==> config.mk <==
export PLATFORM = sky130hd
export DESIGN_NAME = beta_alu_arbiter
export DESIGN_NICKNAME = d
export VERILOG_FILES = /design/src/rtl/beta_alu_pkg.sv /design/src/rtl/rr_arbiter.sv /design/src/rtl/beta_alu_arbiter.sv
export SDC_FILE = /design/constraint.sdc
export NUM_CORES = 1
export LEC_CHECK = 0
export CAP_MARGIN = 40
export CORE_AREA = 4 4 137 139
export DETAILED_ROUTE_END_ITERATION = 10
export DIE_AREA = 0 0 141 143
export HOLD_SLACK_MARGIN = 0.08
export PLACE_DENSITY = 0.74
export SLEW_MARGIN = 0
export SYNTH_ARGS = -nofsm -noshare
export SYNTH_HDL_FRONTEND = slang
export SYNTH_SLANG_ARGS = --single-unit
==> constraint.sdc <==
create_clock -name clk -period 3.3 [get_ports clk]
set_input_delay 0.825 -clock clk [delete_from_list [all_inputs] [get_ports clk]]
set_output_delay 0.825 -clock clk [all_outputs]
set_load 0.02 [all_outputs]
==> src/rtl/beta_alu_pkg.sv <==
// Shared Beta ALU function codes, arbiter FSM states and decode helpers.
package beta_alu_pkg;

  localparam logic [3:0] ALU_ADD   = 4'b0000;
  localparam logic [3:0] ALU_SUB   = 4'b0001;
  localparam logic [3:0] ALU_MUL   = 4'b0010;
  localparam logic [3:0] ALU_CMPEQ = 4'b0100;
  localparam logic [3:0] ALU_CMPLT = 4'b0101;
  localparam logic [3:0] ALU_CMPLE = 4'b0110;
  localparam logic [3:0] ALU_AND   = 4'b1000;
  localparam logic [3:0] ALU_OR    = 4'b1001;
  localparam logic [3:0] ALU_XOR   = 4'b1010;
  localparam logic [3:0] ALU_XNOR  = 4'b1011;
  localparam logic [3:0] ALU_SHL   = 4'b1100;
  localparam logic [3:0] ALU_SHR   = 4'b1101;
  localparam logic [3:0] ALU_SRA   = 4'b1110;

  typedef enum logic [1:0] {
    IDLE,
    EXEC,
    RESP
  } arb_state_t;

  // Codes the ALU decodes as its default (add); flagged back to the requester.
  function automatic logic is_unsupported_fn(input logic [3:0] fn);
    return (fn == 4'b0011) || (fn == 4'b0111) || (fn == 4'b1111);
  endfunction

endpackage

==> src/rtl/rr_arbiter.sv <==
// Combinational round-robin arbiter: first set request at or above ptr, wrapping modulo N.
module rr_arbiter #(
  parameter int unsigned N  = 3,
  localparam int unsigned IW = (N > 1) ? $clog2(N) : 1
) (
  input  logic [N-1:0]  req,
  input  logic [IW-1:0] ptr,
  output logic [N-1:0]  grant,
  output logic [IW-1:0] grant_idx,
  output logic          any
);

  int unsigned idx;

  always_comb begin
    grant     = '0;
    grant_idx = '0;
    any       = 1'b0;
    idx       = 0;
    for (int unsigned i = 0; i < N; i++) begin
      idx = (32'(ptr) + i) % N;
      if (!any && req[idx]) begin
        any        = 1'b1;
        grant[idx] = 1'b1;
        grant_idx  = IW'(idx);
      end
    end
  end

endmodule

==> src/rtl/beta_alu_arbiter.sv <==
// Shares one combinational Beta ALU between NUM_REQ requesters, one operation in flight,
// with round-robin grant and a valid/ready response channel.
module beta_alu_arbiter
  import beta_alu_pkg::*;
#(
  parameter int unsigned NUM_REQ = 3,
  parameter int unsigned MUL_LAT = 2,
  localparam int unsigned ID_W   = $clog2(NUM_REQ)
) (
  input  logic                 clk,
  input  logic                 rst_n,
  input  logic [NUM_REQ-1:0]    req_valid,
  output logic [NUM_REQ-1:0]    req_ready,
  input  logic [NUM_REQ*4-1:0]  req_fn,
  input  logic [NUM_REQ*32-1:0] req_a,
  input  logic [NUM_REQ*32-1:0] req_b,
  output logic [3:0]            alu_fn,
  output logic [31:0]           alu_a,
  output logic [31:0]           alu_b,
  input  logic [31:0]           alu_result,
  output logic                  rsp_valid,
  input  logic                  rsp_ready,
  output logic [ID_W-1:0]       rsp_id,
  output logic [31:0]           rsp_data,
  output logic                  rsp_err
);

  localparam logic [3:0] MulCnt = 4'(MUL_LAT - 1);

  arb_state_t state_q, state_d;
  logic [ID_W-1:0]    rr_ptr_q, rr_ptr_d, id_q, id_d, rsp_id_q, rsp_id_d;
  logic [3:0]         cnt_q, cnt_d, fn_q, fn_d;
  logic [31:0]        a_q, a_d, b_q, b_d, rsp_data_q, rsp_data_d;
  logic               rsp_valid_q, rsp_valid_d, rsp_err_q, rsp_err_d;
  logic [NUM_REQ-1:0] grant;
  logic [ID_W-1:0]    grant_idx;
  logic               any;
  logic [3:0]         sel_fn;
  logic [31:0]        sel_a, sel_b;

  rr_arbiter #(
    .N (NUM_REQ)
  ) u_rr_arbiter (
    .req       (req_valid),
    .ptr       (rr_ptr_q),
    .grant     (grant),
    .grant_idx (grant_idx),
    .any       (any)
  );

  assign sel_fn = req_fn[4*int'(grant_idx) +: 4];
  assign sel_a  = req_a[32*int'(grant_idx) +: 32];
  assign sel_b  = req_b[32*int'(grant_idx) +: 32];

  always_comb begin
    state_d     = state_q;
    rr_ptr_d    = rr_ptr_q;
    id_d        = id_q;
    cnt_d       = cnt_q;
    fn_d        = fn_q;
    a_d         = a_q;
    b_d         = b_q;
    rsp_valid_d = rsp_valid_q;
    rsp_id_d    = rsp_id_q;
    rsp_data_d  = rsp_data_q;
    rsp_err_d   = rsp_err_q;
    req_ready   = '0;
    case (state_q)
      IDLE: begin
        if (any) begin
          req_ready = grant;
          fn_d      = sel_fn;
          a_d       = sel_a;
          b_d       = sel_b;
          id_d      = grant_idx;
          rr_ptr_d  = (grant_idx == ID_W'(NUM_REQ - 1)) ? '0 : grant_idx + 1'b1;
          cnt_d     = (sel_fn == ALU_MUL) ? MulCnt : 4'd0;
          state_d   = EXEC;
        end
      end
      EXEC: begin
        if (cnt_q != 4'd0) begin
          cnt_d = cnt_q - 4'd1;
        end else begin
          rsp_data_d  = alu_result;
          rsp_id_d    = id_q;
          rsp_err_d   = is_unsupported_fn(fn_q);
          rsp_valid_d = 1'b1;
          state_d     = RESP;
        end
      end
      RESP: begin
        if (rsp_ready) begin
          rsp_valid_d = 1'b0;
          state_d     = IDLE;
        end
      end
      default: state_d = IDLE;
    endcase
  end

  always_ff @(posedge clk or negedge rst_n) begin
    if (!rst_n) begin
      state_q     <= IDLE;
      rr_ptr_q    <= '0;
      id_q        <= '0;
      cnt_q       <= '0;
      fn_q        <= '0;
      a_q         <= '0;
      b_q         <= '0;
      rsp_valid_q <= 1'b0;
      rsp_id_q    <= '0;
      rsp_data_q  <= '0;
      rsp_err_q   <= 1'b0;
    end else begin
      state_q     <= state_d;
      rr_ptr_q    <= rr_ptr_d;
      id_q        <= id_d;
      cnt_q       <= cnt_d;
      fn_q        <= fn_d;
      a_q         <= a_d;
      b_q         <= b_d;
      rsp_valid_q <= rsp_valid_d;
      rsp_id_q    <= rsp_id_d;
      rsp_data_q  <= rsp_data_d;
      rsp_err_q   <= rsp_err_d;
    end
  end

  assign alu_fn    = fn_q;
  assign alu_a     = a_q;
  assign alu_b     = b_q;
  assign rsp_valid = rsp_valid_q;
  assign rsp_id    = rsp_id_q;
  assign rsp_data  = rsp_data_q;
  assign rsp_err   = rsp_err_q;

endmodule

-- After elaboration in Yosys (flattened, before gate mapping)
Cells that the tools add are included.
Widths: inputs -> output; s select.
- logic and storage cells: 94
- flip-flop bits (word level): 114
- bits of input ports: 242
- output and inout port bits: 107
- order comparisons: 6
- $add $sub $neg: 4
- divide/modulo/power cells: 3
- muxes and demuxes: 35
- reductions and logical operators: 18
- shifts and indexed selects: 3
- bitwise logic cells: 3
- equal/unequal tests: 11
- operators with widths (cell ; number):
    $shiftx 96x8->32 ; 2
    $ge 32x1->1 const B ; 3
    $lt 32x3->1 const B ; 3
    $mod 32x2->32 const B ; 2
    $mod 2x2->32 const B ; 1
    $mux 3 ; 5
    $mux 2 ; 7
    $mux 1 ; 12
    $shiftx 12x5->4 ; 1
    $reduce_and 3->1 ; 3
    $eq 4x2->1 const B ; 2
    $mux 4 ; 2
    $ne 2x2->1 const B ; 4
    $pmux 4 s2 ; 1
    $bmux 1 s2 ; 3
    $demux 1 s2 ; 3
    $or 3x3->3 ; 2
    $pmux 2 s3 ; 1
    $logic_and 1x1->1 ; 5
    $eq 2x2->1 const B ; 2
    $eq 4x3->1 const B ; 1
    $eq 4x4->1 const B ; 1
    $reduce_and 2->1 ; 2
    $reduce_bool 2->1 ; 2
    11 further kinds ; 13

-- Longest topological paths before layout
- depth in word-level cells: 15
- mapped depth: 13
- gate-level depth less buffers: 9

-- Cells and area by module
From an unflattened synthesis, not the netlist that was laid out.
- cell total of the unflattened synthesis: 625
- area total of the unflattened synthesis: 6153.4 um2
- by module, submodules not included (module ; cells each ; times used ; sequential area each (um2) ; area each (um2)):
    beta_alu_arbiter ; 573 ; 1 ; 2852.7 ; 5771.8
    rr_arbiter ; 52 ; 1 ; 0.0 ; 381.6

-- Least setup slack after synthesis
OpenSTA, ideal clock, no wires.
- path kind: reg-to-output
- start: register rr_ptr_q[0]
- end: output port req_ready[0]
- required time: 2.475 ns
- path buffers: 3
- stages on the path, launching flop included: 10
- arrival: 2.508 ns
- setup slack: -0.033 ns
- cells stage by stage: dfrtp_1 -> inv_1 -> ha_1 -> buf_4 -> mux2i_1 -> o21a_1 -> a311o_1 -> clkbuf_1 -> clkbuf_1 -> a211oi_1
- word-level cells in the longest chain between the ends: 12
- elaborated cells between the ends (all ways): 40
- those cells by class: add/sub (2); div (3); order compare (6); mux (20); bitwise (2); reduce/logical (7)
- ends and longest elaborated chain (what ; line ; RTL):
    start: declaration ; beta_alu_arbiter.sv:31 ; logic [ID_W-1:0] rr_ptr_q, rr_ptr_d, id_q, id_d, rsp_id_q, rsp_id_d;
    start signal: assignment ; beta_alu_arbiter.sv:117 ; rr_ptr_q <= rr_ptr_d;
    $add 2x1->3 or $mod 2x2->32 (tied branches) ; rr_arbiter.sv:21 ; idx = (32'(ptr) + i) % N;
    $mod 32x2->32, or another cell as far along ; rr_arbiter.sv:21 ;
    $ge 32x1->1 (not written as such), or another cell as far along ; rr_arbiter.sv:24 ; grant[idx] = 1'b1;
    $logic_and 1x1->1 (not written as such), or another cell as far along ; rr_arbiter.sv:24 ;
    $mux 1 (not written as such), or another cell as far along ; rr_arbiter.sv:24 ;
    $demux 1 s2, or another cell as far along ; n/a ;
    $or 3x3->3 (no line) or $mux 1 (tied branches) ; n/a ;
    $mux 3 or $logic_not 1->1 (tied branches) ; rr_arbiter.sv:22 ; if (!any && req[idx]) begin
    $or 3x3->3 (no line) or $logic_and 1x1->1 (tied branches) ; n/a ;
    $mux 3 or $mux 1 (tied branches) ; rr_arbiter.sv:22 ;
    $mux 3 (*) ; beta_alu_arbiter.sv:70 ; if (any) begin
    $mux 3 (*) ; beta_alu_arbiter.sv:68 ; case (state_q)
    end: declaration ; beta_alu_arbiter.sv:13 ; output logic [NUM_REQ-1:0] req_ready,
Mark *: on every way between the ends. The rest lies on a longest branch, timed or not. The select of a mux whose other input is x is not followed.

-- Worst setup path after layout
- start: input port req_valid[2]
- end: output port req_ready[0]
- word-level cells in the longest chain between the ends: 11
- elaborated cells between the ends (all ways): 20
- those cells by class: mux (14); bitwise (2); reduce/logical (4)
- ends and longest elaborated chain (what ; line ; RTL):
    start: declaration ; beta_alu_arbiter.sv:12 ; input logic [NUM_REQ-1:0] req_valid,
    $bmux 1 s2 ; rr_arbiter.sv:22 ;
    $mux 1 (not written as such) ; rr_arbiter.sv:22 ;
    $mux 1 ; rr_arbiter.sv:22 ;
    $logic_not 1->1 ; rr_arbiter.sv:22 ;
    $logic_and 1x1->1 ; rr_arbiter.sv:22 ;
    $mux 1 ; rr_arbiter.sv:22 ;
    $logic_not 1->1 ; rr_arbiter.sv:22 ;
    $logic_and 1x1->1 ; rr_arbiter.sv:22 ;
    $mux 3 or $mux 1 (tied branches) ; rr_arbiter.sv:22 ;
    $mux 3 (*) ; beta_alu_arbiter.sv:70 ;
    $mux 3 (*) ; beta_alu_arbiter.sv:68 ;
Marked as above.

==> impl_metrics.json <==
{
  "dpl.hpwl_mm": 16.09,
  "ir_drop_uv": 630.7,
  "grt_pass1_wl_mm": 30.29,
  "synth_edf_count": 0,
  "remaining_drc_errors": 0,
  "r2r-end": "alu_b[24]$_DFFE_PN0P_",
  "p_per_area_mw_per_mm2": 1057,
  "antenna_found_initial": 0,
  "slowest_stage": "clkdlybuf4s50_1",
  "crit_family": "compound AO/OA/AOI/OAI gates",
  "path_max_fanout": 5,
  "totalWireLength_mm": 20.34,
  "start_util_pct": 34.06,
  "grt-ovfl-total": 0,
  "cts_buffer_depth": 2,
  "worst-r2r-setup-slack_ps": 390,
  "synthCells": 556,
  "drt-pass1-iter-count": 6,
  "max_stage_delay_ps": 540,
  "maxSlewViolCount": 0,
  "die_h_um": 143,
  "cp.arrival_ps": 2380,
  "worst_slew_pin_slew_ps": 823.9,
  "setup_viol": 0,
  "core.rowCount": 49,
  "cts_setup_buffers": 0,
  "pre_cts_slack_ps": -449.1,
  "place_area_sq_mm": 0.009953,
  "rr_startpoint": "rr_ptr_q[1]$_DFFE_PN0P_",
  "wl_per_cell_um": 17.52,
  "hold_violations": 0,
  "busiest_layer": "met2",
  "endpoint": "req_ready[0]",
  "critPathLaunchType": "input pin",
  "clock-sinks": 114,
  "drive_above_1_share_pct": 12.98,
  "met2_usage_pct": 34.45,
  "crit_chain": "clkdlybuf4s50_1 -> nand3b_1 -> o21a_1 -> a311o_2 -> a211oi_2 -> buf_4",
  "outcome": "finished clean",
  "fin_ws_ps": 94.56,
  "worstSetupEndpointType": "primary output",
  "relSlewSlack_pct": 45.07,
  "synth_area_sq_mm": 0.006013,
  "crit_type": "input pin to primary output",
  "crit_start": "req_valid[2]",
  "register_area_sq_mm": 0.002853,
  "multi_input_area_sq_mm": 0.002954,
  "grt_use_total_pct": 19.51,
  "clkTransAtPathRegs_ps": 50,
  "vias": 5693,
  "synthArstFlopShare_pct": 100.0,
  "reg2reg_depth": 11,
  "fmaxAchievable_mhz": 312.0,
  "io_pins": 349,
  "ys_ff_latch": 114,
  "core_area_sq_mm": 0.01766,
  "ys.flop_type": "dfrtp_1",
  "grt_pass1_vias": 5697,
  "antennaDiodeCount": 0,
  "portBuffers": 348,
  "fin_crit_sh_pct": 97.13,
  "fp.dieW_um": 141,
  "drt-vias-per-instance": 4.904,
  "clock_latency_ps": 410,
  "ys_seq_area_share_pct": 47.44,
  "crit_cells": 6,
  "detail-route-antenna-nets": 0,
  "grt.met1_usage_pct": 22.10,
  "dr.first_iter.drc_count": 189,
  "cts_tree": "built",
  "cp.required_ps": 2470,
  "hp-class": "input pin to asynchronous set/reset pin",
  "final_area_sq_mm": 0.01056,
  "period_needed_ps": 3205,
  "h-tree-depth": 4,
  "area_delta_synth_final_pct": 75.61,
  "synth.distinct_cells": 44,
  "place.gp.congestion": 0.8238,
  "avgSynthCellArea_sq_um": 10.82,
  "cp_num_buf_inv": 2,
  "cts_root_buffer": "clkbuf_16",
  "grtUsageMet3_pct": 7.033,
  "leakage_nw": 4.936,
  "syn_nets": 804,
  "cap_viol_max_count": 0,
  "nNetsFinal": 1167,
  "cts_buffers": 17,
  "whs_ps": 397.5,
  "rsz0062_at_grt": "no",
  "grt_start_max_net_pins": 82,
  "yosysWarnings": 0,
  "num-fill-cells": 1525,
  "die-area_sq_mm": 0.02016,
  "skew_ps": 9.076
}
-- metrics by stage --
stage                     TNS (ps)  total power, mW  std cells  utilization [%]
after global routing             0            11.89       1161            59.81
final                            0            11.17       1161            59.81
after floorplan                  0            6.629        556                -
after CTS                        0            11.28       1161            59.69
after detailed placement     -6117            9.370       1129            56.37
after global placement       -4201            9.259       1129            56.37
-- registers in the layout, summed over array words and instances, names as in the netlist --
name       count
rr_ptr_q       2
id_q           2
alu_a         32
state_q        2
cnt_q          4
rsp_data      32
rsp_valid      1
rsp_err        1
alu_b         32
alu_fn         4
rsp_id         2
-- cell type report --
type | count | area share [%]
clock inverter | 12 | 1.481
tap | 229 | 2.713
inverter | 11 | 0.3910
timing repair buffer | 388 | 36.20
multi-input combinational | 387 | 27.97
clock buffer | 20 | 4.230
sequential | 114 | 27.01
-- cells in the mapped netlist (3+ instances only) --
library cell | instances | share of area [%]
o21ai_0 | 5 | 0.42
a21o_1 | 69 | 8.6
a211oi_1 | 66 | 8.2
nor2_1 | 77 | 4.8
buf_4 | 8 | 1.0
mux2i_1 | 69 | 11
nand2_1 | 11 | 0.69
dfrtp_1 | 114 | 47
ha_1 | 6 | 1.2
o21ai_1 | 4 | 0.33
clkbuf_1 | 31 | 1.9
nor3_1 | 3 | 0.25
nand3b_1 | 3 | 0.37
mux2_2 | 36 | 6.7
inv_1 | 11 | 0.69
a21oi_1 | 7 | 0.58
-- logic make-up after synthesis --
group | synth area share (%)
mux | 18.48
fa+ha+maj | 1.248
simple gates | 7.324
xor+xnor | 0.2914
compound gates | 20.99
buf+inv | 4.224
flops | 47.44
-- worst reg2reg max path: cells and delay by family, from the launching register on --
family                     cells  cell delay [ps]
AOI/OAI and AO/OA              2              300
and+or+nand+nor                3              720
adders and majority gates      1              300
DFF                            1              430
muxes                          2              540
buffers and inverters          3              500
-- layout by cell type, fill, tap and decap left out, drive strengths merged, types with 3 or more instances in the layout --
master,count
clkdlybuf4s50,342
dfrtp,114
nor2,77
mux2i,69
a21o,69
a211oi,66
buf,44
mux2,37
clkbuf,20
inv,13
nand2,11
o21ai,9
a21oi,7
ha,6
clkinvlp,4
nand3b,3
nor3,3
bufinv,3
o21a,3
clkinv,3
-- per-layer routing --
metal	vias up	routed length, um
met5	-	0
met4	0	335
met3	24	1772
met2	245	10410
met1	2666	7815
li1	2758	-
-- how the worst min path moves through the flow --
stage	cells after the start	slack, ps	endpoint	startpoint
finish	1	400	rsp_data[30]$_DFFE_PN0P_	rst_n
global route	1	450	rsp_data[30]$_DFFE_PN0P_	rst_n
CTS	1	420	rsp_data[30]$_DFFE_PN0P_	rst_n
detailed placement	1	460	alu_b[8]$_DFFE_PN0P_	alu_b[8]$_DFFE_PN0P_
global placement	1	460	alu_b[18]$_DFFE_PN0P_	alu_b[18]$_DFFE_PN0P_
floorplan	2	440	id_q[0]$_DFFE_PN0P_	id_q[0]$_DFFE_PN0P_
-- power by group --
group | internal (mW) | leakage, nW | switching, mW | total, mW
Clock | 1.21 | 0.283 | 0.656 | 1.86
Sequential | 2.13 | 1.37 | 0.415 | 2.55
Combinational | 3.37 | 3.28 | 3.39 | 6.75
Total | 6.71 | 4.94 | 4.46 | 11.2
-- timing repair --
action                                  4_1_cts  5_1_grt
resized for setup                            13        5
endpoints found under the setup margin        3        3
hold buffers                                  0        0
cloned                                        0        0
pin swaps                                     0        1
(Power assumes the default switching activity.)
